### config.mk
export PLATFORM = sky130hd
export DESIGN_NAME = dphy_lprx
export DESIGN_NICKNAME = d
export VERILOG_FILES = /design/src/rtl/dphy_lprx.sv
export SDC_FILE = /design/constraint.sdc
export NUM_CORES = 1
export LEC_CHECK = 0
export ABC_AREA = 1
export BUFFER_PORTS_ARGS = -buffer_cell sky130_fd_sc_hd__clkbuf_2
export CORE_UTILIZATION = 60
export CTS_CLUSTER_SIZE = 8
export DETAILED_ROUTE_END_ITERATION = 6
export PLACE_DENSITY = 0.91
export SYNTH_ARGS = -nofsm -noshare
export SYNTH_HDL_FRONTEND = slang
export SYNTH_SLANG_ARGS = --single-unit
### constraint.sdc
create_clock -name LPRX_CLK -period 4.1 [get_ports LPRX_CLK]
set_clock_uncertainty 0.1 [all_clocks]
set_input_delay 0.41 -clock LPRX_CLK [delete_from_list [all_inputs] [get_ports LPRX_CLK]]
set_output_delay 0.41 -clock LPRX_CLK [all_outputs]
set_load 0.01 [all_outputs]
### src/rtl/dphy_lprx.sv
// D-PHY lane LP receiver: synchronises and deglitches Dp/Dn into LineState, tracks the
// LP-11 -> LP-01 -> LP-00 HS-entry handshake, sequences HS termination/receiver enables.
module dphy_lprx #(
    parameter int unsigned SYNC_STAGES    = 2,
    parameter int unsigned FILTER_CYCLES  = 2,
    parameter int unsigned LPX_MIN_TIME   = 4,
    parameter int unsigned HSTERM_EN_TIME = 2,
    parameter int unsigned HSSETTLE_TIME  = 8
) (
    input  logic       LPRX_CLK,
    input  logic       RxRst,
    input  logic       LPRX_EN,
    input  logic       Dp,
    input  logic       Dn,
    output logic [1:0] LineState,
    output logic       Stopstate,
    output logic       HSTERM_EN,
    output logic       HSRX_EN,
    output logic       RxActiveHS,
    output logic       ErrControl
);

    localparam int unsigned MaxLpTerm = (LPX_MIN_TIME > HSTERM_EN_TIME) ?
                                        LPX_MIN_TIME : HSTERM_EN_TIME;
    localparam int unsigned MaxTime   = (MaxLpTerm > HSSETTLE_TIME) ? MaxLpTerm : HSSETTLE_TIME;
    localparam int unsigned CntW      = $clog2(MaxTime) + 1;
    localparam int unsigned FiltW     = $clog2(FILTER_CYCLES) + 1;

    localparam logic [1:0] Lp00 = 2'b00;
    localparam logic [1:0] Lp01 = 2'b01;
    localparam logic [1:0] Lp10 = 2'b10;
    localparam logic [1:0] Lp11 = 2'b11;

    typedef enum logic [2:0] {
        StDisabled,
        StWaitStop,
        StStop,
        StHsRqst,
        StHsPrpr,
        StHsRx,
        StErr
    } state_e;

    // ------------------------------------------------------------------
    // Front end: synchroniser and persistence filter
    // ------------------------------------------------------------------
    logic [1:0]       sync_q [SYNC_STAGES];
    logic [1:0]       synced;
    logic [1:0]       prev_q;
    logic [1:0]       line_q;
    logic [FiltW-1:0] filt_cnt_q;
    logic [FiltW-1:0] filt_cnt_d;
    logic             filt_load;

    always_ff @(posedge LPRX_CLK or posedge RxRst) begin
        if (RxRst) begin
            for (int i = 0; i < SYNC_STAGES; i++) begin
                sync_q[i] <= Lp11;
            end
        end else begin
            sync_q[0] <= {Dp, Dn};
            for (int i = 1; i < SYNC_STAGES; i++) begin
                sync_q[i] <= sync_q[i-1];
            end
        end
    end

    assign synced = sync_q[SYNC_STAGES-1];

    // A new candidate value restarts the run length at one.
    always_comb begin
        filt_cnt_d = '0;
        if (synced == line_q) begin
            filt_cnt_d = '0;
        end else if (synced != prev_q) begin
            filt_cnt_d = FiltW'(1);
        end else if (filt_cnt_q != '1) begin
            filt_cnt_d = filt_cnt_q + FiltW'(1);
        end else begin
            filt_cnt_d = filt_cnt_q;
        end
    end

    assign filt_load = (filt_cnt_d >= FiltW'(FILTER_CYCLES));

    always_ff @(posedge LPRX_CLK or posedge RxRst) begin
        if (RxRst) begin
            prev_q     <= Lp11;
            line_q     <= Lp11;
            filt_cnt_q <= '0;
        end else begin
            prev_q <= synced;
            if (filt_load) begin
                line_q     <= synced;
                filt_cnt_q <= '0;
            end else begin
                filt_cnt_q <= filt_cnt_d;
            end
        end
    end

    assign LineState = line_q;

    // ------------------------------------------------------------------
    // Line-state sequencer with registered outputs
    // ------------------------------------------------------------------
    state_e          state_q;
    logic [CntW-1:0] cnt_q;
    logic [CntW-1:0] cnt_inc;
    logic            stop_q;
    logic            term_q;
    logic            rx_q;
    logic            act_q;
    logic            err_q;

    assign cnt_inc = (cnt_q == '1) ? cnt_q : cnt_q + CntW'(1);

    always_ff @(posedge LPRX_CLK or posedge RxRst) begin
        if (RxRst) begin
            state_q <= StDisabled;
            cnt_q   <= '0;
            stop_q  <= 1'b0;
            term_q  <= 1'b0;
            rx_q    <= 1'b0;
            act_q   <= 1'b0;
            err_q   <= 1'b0;
        end else begin
            err_q <= 1'b0;
            cnt_q <= cnt_inc;
            if (!LPRX_EN) begin
                state_q <= StDisabled;
                cnt_q   <= '0;
                stop_q  <= 1'b0;
                term_q  <= 1'b0;
                rx_q    <= 1'b0;
                act_q   <= 1'b0;
            end else begin
                case (state_q)
                    StDisabled: begin
                        state_q <= StWaitStop;
                        cnt_q   <= '0;
                    end
                    StWaitStop: begin
                        if (line_q == Lp11) begin
                            state_q <= StStop;
                            cnt_q   <= '0;
                            stop_q  <= 1'b1;
                        end
                    end
                    StStop: begin
                        if (line_q == Lp01) begin
                            state_q <= StHsRqst;
                            cnt_q   <= '0;
                            stop_q  <= 1'b0;
                        end else if (line_q != Lp11) begin
                            state_q <= StErr;
                            cnt_q   <= '0;
                            stop_q  <= 1'b0;
                            err_q   <= 1'b1;
                        end
                    end
                    StHsRqst: begin
                        if (line_q == Lp00 && cnt_q >= CntW'(LPX_MIN_TIME)) begin
                            state_q <= StHsPrpr;
                            cnt_q   <= '0;
                        end else if (line_q == Lp11) begin
                            // Aborted request, not an error.
                            state_q <= StStop;
                            cnt_q   <= '0;
                            stop_q  <= 1'b1;
                        end else if (line_q == Lp00 || line_q == Lp10) begin
                            state_q <= StErr;
                            cnt_q   <= '0;
                            err_q   <= 1'b1;
                        end
                    end
                    StHsPrpr: begin
                        if (line_q == Lp11) begin
                            state_q <= StStop;
                            cnt_q   <= '0;
                            stop_q  <= 1'b1;
                            term_q  <= 1'b0;
                            err_q   <= 1'b1;
                        end else if (line_q != Lp00) begin
                            state_q <= StErr;
                            cnt_q   <= '0;
                            term_q  <= 1'b0;
                            err_q   <= 1'b1;
                        end else if (cnt_inc >= CntW'(HSSETTLE_TIME)) begin
                            state_q <= StHsRx;
                            cnt_q   <= '0;
                            term_q  <= 1'b1;
                            rx_q    <= 1'b1;
                            act_q   <= 1'b1;
                        end else if (cnt_inc >= CntW'(HSTERM_EN_TIME)) begin
                            term_q <= 1'b1;
                        end
                    end
                    StHsRx: begin
                        // Non-11 states are HS swing tripping the LP comparators.
                        if (line_q == Lp11) begin
                            state_q <= StStop;
                            cnt_q   <= '0;
                            stop_q  <= 1'b1;
                            term_q  <= 1'b0;
                            rx_q    <= 1'b0;
                            act_q   <= 1'b0;
                        end
                    end
                    StErr: begin
                        if (line_q == Lp11) begin
                            state_q <= StStop;
                            cnt_q   <= '0;
                            stop_q  <= 1'b1;
                        end
                    end
                    default: begin
                        state_q <= StDisabled;
                        cnt_q   <= '0;
                        stop_q  <= 1'b0;
                        term_q  <= 1'b0;
                        rx_q    <= 1'b0;
                        act_q   <= 1'b0;
                    end
                endcase
            end
        end
    end

    assign Stopstate  = stop_q;
    assign HSTERM_EN  = term_q;
    assign HSRX_EN    = rx_q;
    assign RxActiveHS = act_q;
    assign ErrControl = err_q;

endmodule

==> results of run 1 <==
## placed cells by master (no fill, tap or decap), drive strengths merged
| cell | instances |
|---|---|
| clkinvlp | 1 |
| a21oi | 4 |
| o21ai | 11 |
| dfrtp | 13 |
| nand2 | 48 |
| a21boi | 1 |
| clkbuf | 14 |
| clkinv | 1 |
| conb | 1 |
| nand4 | 2 |
| nor2 | 19 |
| dfstp | 8 |
| xnor2 | 2 |
| nand3 | 15 |
| xor2 | 3 |
| nor3 | 3 |
| o211ai | 1 |
| ha | 1 |
| inv | 17 |
## cells by family (layout without fill, tap and decap cells)
logic type,count (synthesis),count (layout)
compound gates,17,17
xor+xnor,5,5
fa+ha+maj,1,1
buf+inv,23,33
flops,21,21
other cells,1,1
simple gates,87,87
## final cells by class
type	instances	area, sq um	area share
tap	25	31.3	0.0241
clock inverter	1	7.51	0.00579
clock buffer	3	22.5	0.0174
inverter	18	68.8	0.0531
sequential	21	536	0.413
timing repair buffer	11	55.1	0.0425
multi-input combinational	111	576	0.444
## final timing paths
path	start	end	slack, ns
min reg2reg	sync_q[3]	synced[1]	0.26
min in group asynchronous	RxRst	cnt_q[3]	0.09
max	LineState[0]	LineState[0]	2.48
max in group asynchronous	RxRst	filt_cnt_q[1]	3.33
min	Dp	sync_q[3]	0.07
max reg2reg	cnt_q[0]	state_q[0]	2.50
## flip-flops by register name (all words and copies together), names as in the netlist
signal / flops
cnt_q: 4
state_q: 3
LineState: 2
filt_cnt_q: 2
prev_q: 2
sync_q: 2
synced: 2
ErrControl: 1
HSTERM_EN: 1
RxActiveHS: 1
Stopstate: 1
## metrics by stage
stage	setup WS, ns	utilization
floorplan	2.71	-
global placement	2.60	0.696
detailed placement	2.53	0.696
CTS	2.47	0.712
global route	2.34	0.712
finish	2.48	0.712
## synth_stat cells, drive strengths merged
cell / instances / share of area
a21boi: 1 / 0.0061
a21oi: 4 / 0.016
buf: 5 / 0.034
clkinv: 1 / 0.0041
conb: 1 / 0.0031
dfrtp: 13 / 0.27
dfstp: 8 / 0.17
ha: 1 / 0.010
inv: 17 / 0.052
nand2: 48 / 0.16
nand3: 15 / 0.074
nand4: 2 / 0.010
nor2: 19 / 0.077
nor3: 3 / 0.016
o211ai: 1 / 0.0061
o21ai: 11 / 0.054
xnor2: 2 / 0.014
xor2: 3 / 0.022
## layer usage
layer / share of wire / wire length [microns] / vias up
li1: - / - / 505
met1: 0.41 / 959 / 475
met2: 0.49 / 1140 / 52
met3: 0.063 / 146 / 11
met4: 0.031 / 73 / 0
met5: 0 / 0 / -
## report_power, final
| group | leakage, nW | total (mW) | switching (mW) | internal (mW) |
|---|---|---|---|---|
| clock network | 0.0139 | 0.104 | 0.0667 | 0.0372 |
| registers | 0.257 | 0.307 | 0.0576 | 0.249 |
| logic | 0.376 | 0.264 | 0.171 | 0.0921 |
==> run metrics, run 1 <==
Area Overhead vs Synth=6.15%; Max FO, Critical Path=7; TritonRoute pass-1 iters=4; Layout Nets=approximately 170; Max clock buf depth=2; Net Count, Synth=around 160; worst skew pair latency=a little over 0.3 ns; min-delay worst type=in2reg; global placer's final weighted congestion=roughly 0.96; setup TNS=0 ns; H-tree levels=1; Setup Buffers After CTS=0; Fin. Hold Viols=0; Worst Tran Pin Value=about 0.76 ns; # setup viols final=0; share of cells above drive strength 1=0.273; Seq/Total Area, Yosys=0.439; Root Driver=clkbuf_4; simple logic cell fraction of the synthesized area=0.339; clock-pin slew on the worst setup and hold paths=~0.12 ns; design area=between 1000 and 1500 sq um; Worst setup EP type=output pin; largest stage delay on the critical path=approximately 0.65 ns; Final Instance Count excl. Fillers=between 150 and 200; Total GRT Usage=0.251; Core Region=between 1500 and 2000 sq um; Adder-Cell Fraction of Synth Area=0.0102; Mean Syn Cell Area=around 8 sq um; leakage=0.647 nW; Crit path buffers/inverters=1; FF+latch count, synth=21; stages on the worst setup path=1; hpwl dp=around 1800 microns; initial antenna violation count=0; IO Pins=12; post-synthesis compound-gate area fraction=0.0830; GR Util met1=0.313; Worst Path Arrival=around 1.1 ns; worst endpoint required time=around 3.6 ns; CP max-delay cell=dfstp_2; WL final=2320 microns; Inserted Diodes=0; Post-Synthesis Cells=roughly 160; CP Cell Sequence=clkbuf_2; Antenna Nets Post-Route=0; routed vias/inst=~5.5; CTS tree=yes; critical path type=reg2out; overall power=a little under 0.7 mW; # resized after CTS=0; RSZ-0062 raised after global routing=no; YS warnings=0; Tmin final=1.62 ns; global-route wire length before repair=~3800 microns; pin count of the biggest net entering global routing=22; max cap viols=0; vias in the first global route=approximately 930; filler instances=144; GR Overflow Total=0; Final Max Tran Viols=0; library cells used by synthesis=27; largest family of logic cells by synthesized area=simple AND/OR/NAND/NOR gates; Clock Sinks=21; Hold Path Stages=1; Die X=~47 microns; vias=approximately 1000; # rows=15; GR Util met2=0.436; VDD IR-drop max=between 0.3 and 0.4 mV; TritonCTS buffer count=3; Critical Path Start Type=flop; cells on worst reg2reg path=10; PwrDens=between 500 and 600 nW/um^2; Die Y=47.1 microns; DIE AREA=about 2200 sq um; Post-Synth XOR/XNOR Area=0.0359; WL/cell=between 10 and 15 microns; result of the run=finished clean; Post-CTS Hold Fix Bufs=0; mux share of post-synthesis cell area=0; Mapped Area=1220 sq um; residual DRC count=0; Worst slew margin=0.496; IO buf count=11; fmax=0.616 GHz; final period utilization=0.396; First DRT Iteration DRCs=47; Initial Util=0.671; cell area after placement=roughly 1300 sq um; Fin Hold WS=roughly 0.067 ns; top cell family by delay on the critical path=flip-flops; Most Crowded Layer GR=met2; placed cell count=186; M3 GR Usage=0.0423
(Power assumes the default switching activity.)
==> inputs of run 2 (changes only) <==
- ABC_AREA: 1 -> 0
- CORE_UTILIZATION: 60 -> 51
- PLACE_DENSITY: 0.91 -> 0.83
- clock period: 4.1 -> 1.4 ns (I/O delays scaled with it)
==> run metrics, run 2 <==
Yosys top cell area share=0.286 (+0.0196); max reg flops=4 (unchanged); most numerous cell in the Yosys netlist=dfrtp_1; Setup WS pre-CTS=-0.0969 ns (-2.63 ns); final period utilization=1.09; CP max-delay cell=dfrtp_1; Post-Synthesis Cells=109 (-30%); commonest non-fill, non-tap cell in the layout=buf_4; CP Cell Sequence=ha_2 > nand2b_4 > mux2i_4 > nor2_1 > o221a_1; Root Driver=clkbuf_4; Max clock buf depth=2 (unchanged); vias in the first global route=893 (-3.9%); residual DRC count=0 (unchanged); H-tree levels=1 (unchanged); design area=1530 sq um (+18%); failing checks=negative setup slack; Tmin final=roughly 1.5 ns; Antenna Nets Post-Route=0 (unchanged); largest registers in the final layout=cnt_q (4), state_q (3); Max FO, Critical Path=5 (-2); top cell family by delay on the critical path=flip-flops; filler instances=144 (unchanged); hpwl dp=1660 microns (-9.0%); # rows=16 (+1); WHS Endpoint=cnt_q[0]; worst endpoint required time=1.52 ns (-2.07 ns); global-route wire length before repair=4080 microns (+7.4%); First DRT Iteration DRCs=24 (-49%); largest cells by area after synthesis=dfrtp_1 (29%), dfstp_2 (18%), nand2b_1 (4.4%); vias=920 (-12%); result of the run=complete, but fails checks; ys async rst share=1.00 (unchanged); Net Count, Synth=115 (-29%); Primary FF master, synth=dfrtp_1; DIE AREA=2420 sq um (+9.2%); worst reg-to-reg setup slack=-0.13 ns (-2.63 ns); FF+latch count, synth=21 (unchanged); Worst setup EP type=flop; FF-to-FF Start=cnt_q[1]; library cells used by synthesis=43 (+59%); max cap viols=0 (unchanged); number of synthesized flops with an enable pin=0 (unchanged); cell area after placement=1330 sq um (+5.1%); Reg with most FFs=cnt_q; TritonRoute pass-1 iters=4 (unchanged); initial antenna violation count=0 (unchanged); largest stage delay on the critical path=0.40 ns (-0.25 ns); routed vias/inst=5.44 (-0.83%); worst setup margin=-0.128 ns (-2.60 ns); hold path startpoint=LPRX_EN; WL final=2670 microns (+15%); Initial Util=0.563 (-0.108); Critical Path Start Type=flop; Seq/Total Area, Yosys=0.471 (+0.0323); Crit path buffers/inverters=0 (-1); Mean Syn Cell Area=10.4 sq um (+32%); Yosys top cell by area=dfrtp_1; global placer's final weighted congestion=0.870 (-9.0%); Mapped Area=1140 sq um (-6.9%); Fin. Hold Viols=0 (unchanged); # setup viols final=11 (+11); pin count of the biggest net entering global routing=22 (unchanged); clock-pin slew on the worst setup and hold paths=0.12 ns (about the same); Die Y=49.2 microns (+4.5%); VDD IR-drop max=1.27 mV (+260%); overall power=2.20 mW (+230%); IO buf count=11 (unchanged); Layout Nets=149 (-13%); capturing point of the worst reg2reg path=state_q[0]; Total GRT Usage=0.231 (-0.0203); leakage=0.650 nW (+0.45%); Area Overhead vs Synth=34.3%; setup TNS=-0.685 ns (-0.685 ns); Inserted Diodes=0 (unchanged); min-delay worst type=in2reg; cells on worst reg2reg path=5 (-5); WL/cell=15.8 microns (+29%); TritonCTS buffer count=3 (unchanged); GR Overflow Total=0 (unchanged); fmax=approximately 0.65 GHz; CTS tree=yes; Clock Sinks=21 (unchanged); Die X=49.2 microns (+4.5%); PwrDens=1440 nW/um^2 (+180%); post-layout util=0.756 (+0.0435); critical path type=reg2reg; worst skew pair latency=0.32 ns (about the same); YS warnings=0 (unchanged); Final Max Tran Viols=0 (unchanged); IO Pins=12 (unchanged); Core Region=2020 sq um (+11%); RSZ-0062 raised after global routing=yes; Hold Path Stages=3 (+2); Post-synth top cells=dfrtp_1 (13), nor2_1 (12), dfstp_2 (8), nand2b_1 (8); Worst Path Arrival=1.65 ns (+0.54 ns); share of cells above drive strength 1=0.507 (+0.234); commonest cells after routing, fill and taps aside=buf_4 (20), nor2_1 (11), dfrtp_1 (10)
## run 2: cell types whose count changed in the layout (fill, tap and decap cells not counted), moves of 6 or more
cell      before  now
nand2b_1       0    7
nand2_1       41    4
buf_4          0   20
nand3_1       12    3
nand2_2        7    1
inv_1         15    1
## run 2: worst min-delay path: cells and delay by family
family	cells	cell delay, ns
AND/OR/NAND/NOR	2	0.13
buffers and inverters	1	0.17
## run 2: area by class of cell
cell class / count / area, sq um / area share
Multi-Input combinational cell: 78 / 636 / 0.416
Sequential cell: 21 / 539 / 0.353
Timing Repair Buffer: 37 / 282 / 0.184
Tap cell: 27 / 33.8 / 0.0221
Clock buffer: 3 / 22.5 / 0.0147
Clock inverter: 1 / 7.51 / 0.00491
Inverter: 2 / 7.51 / 0.00491
## run 2: stage by stage
step / std cells / hold WS [ns]
floorplan: 109 / 0.0106
global placement: 158 / 0.0544
detailed placement: 158 / 0.0591
CTS: 168 / 0.0457
global route: 169 / 0.0648
finish: 169 / 0.0496
## run 2: cell families (layout without fill, tap and decap cells)
logic type | after synthesis | count (layout) | synth area share
simple gates | 43 | 43 | 0.222
compound gates | 23 | 23 | 0.145
flops | 21 | 21 | 0.471
buf+inv | 10 | 43 | 0.0506
xor+xnor | 5 | 5 | 0.0385
mux | 4 | 4 | 0.0484
fa+ha+maj | 2 | 2 | 0.0209
other cells | 1 | 1 | 0.00330
## run 2: worst max-delay path by stage
stage | startpoint | endpoint | slack, ns | depth (start not counted)
2_1_floorplan | cnt_q[0] | cnt_q[2] | -0.01 | 5
3_3_place_gp | cnt_q[1] | state_q[0] | -0.04 | 5
3_5_place_dp | cnt_q[1] | cnt_q[2] | -0.1 | 5
4_1_cts | state_q[1] | cnt_q[3] | -0.12 | 4
5_1_grt | cnt_q[1] | cnt_q[2] | -0.21 | 5
6_report | cnt_q[1] | state_q[0] | -0.13 | 5
## run 2: layer usage
layer	vias to the layer above	share of wire	track usage
met5	-	0	0
met4	0	0.0075	0.0588
met3	2	0.041	0.0623
met2	25	0.53	0.404
met1	448	0.42	0.277
li1	445	-	-
## run 2: timing repair
item                       in CTS  in global routing
gates resized for setup        11                 14
cloned                          0                  0
pin swaps                       6                 11
setup endpoints to repair      12                 15
setup buffers                   3                  1
hold buffers                    3                  0
hold endpoints to repair       23                  0
## run 2: power breakdown
group | leakage (nW) | internal (mW) | switching, mW
sequential | 0.253 | 0.723 | 0.101
combinational | 0.383 | 0.542 | 0.528
clock | 0.0139 | 0.109 | 0.199
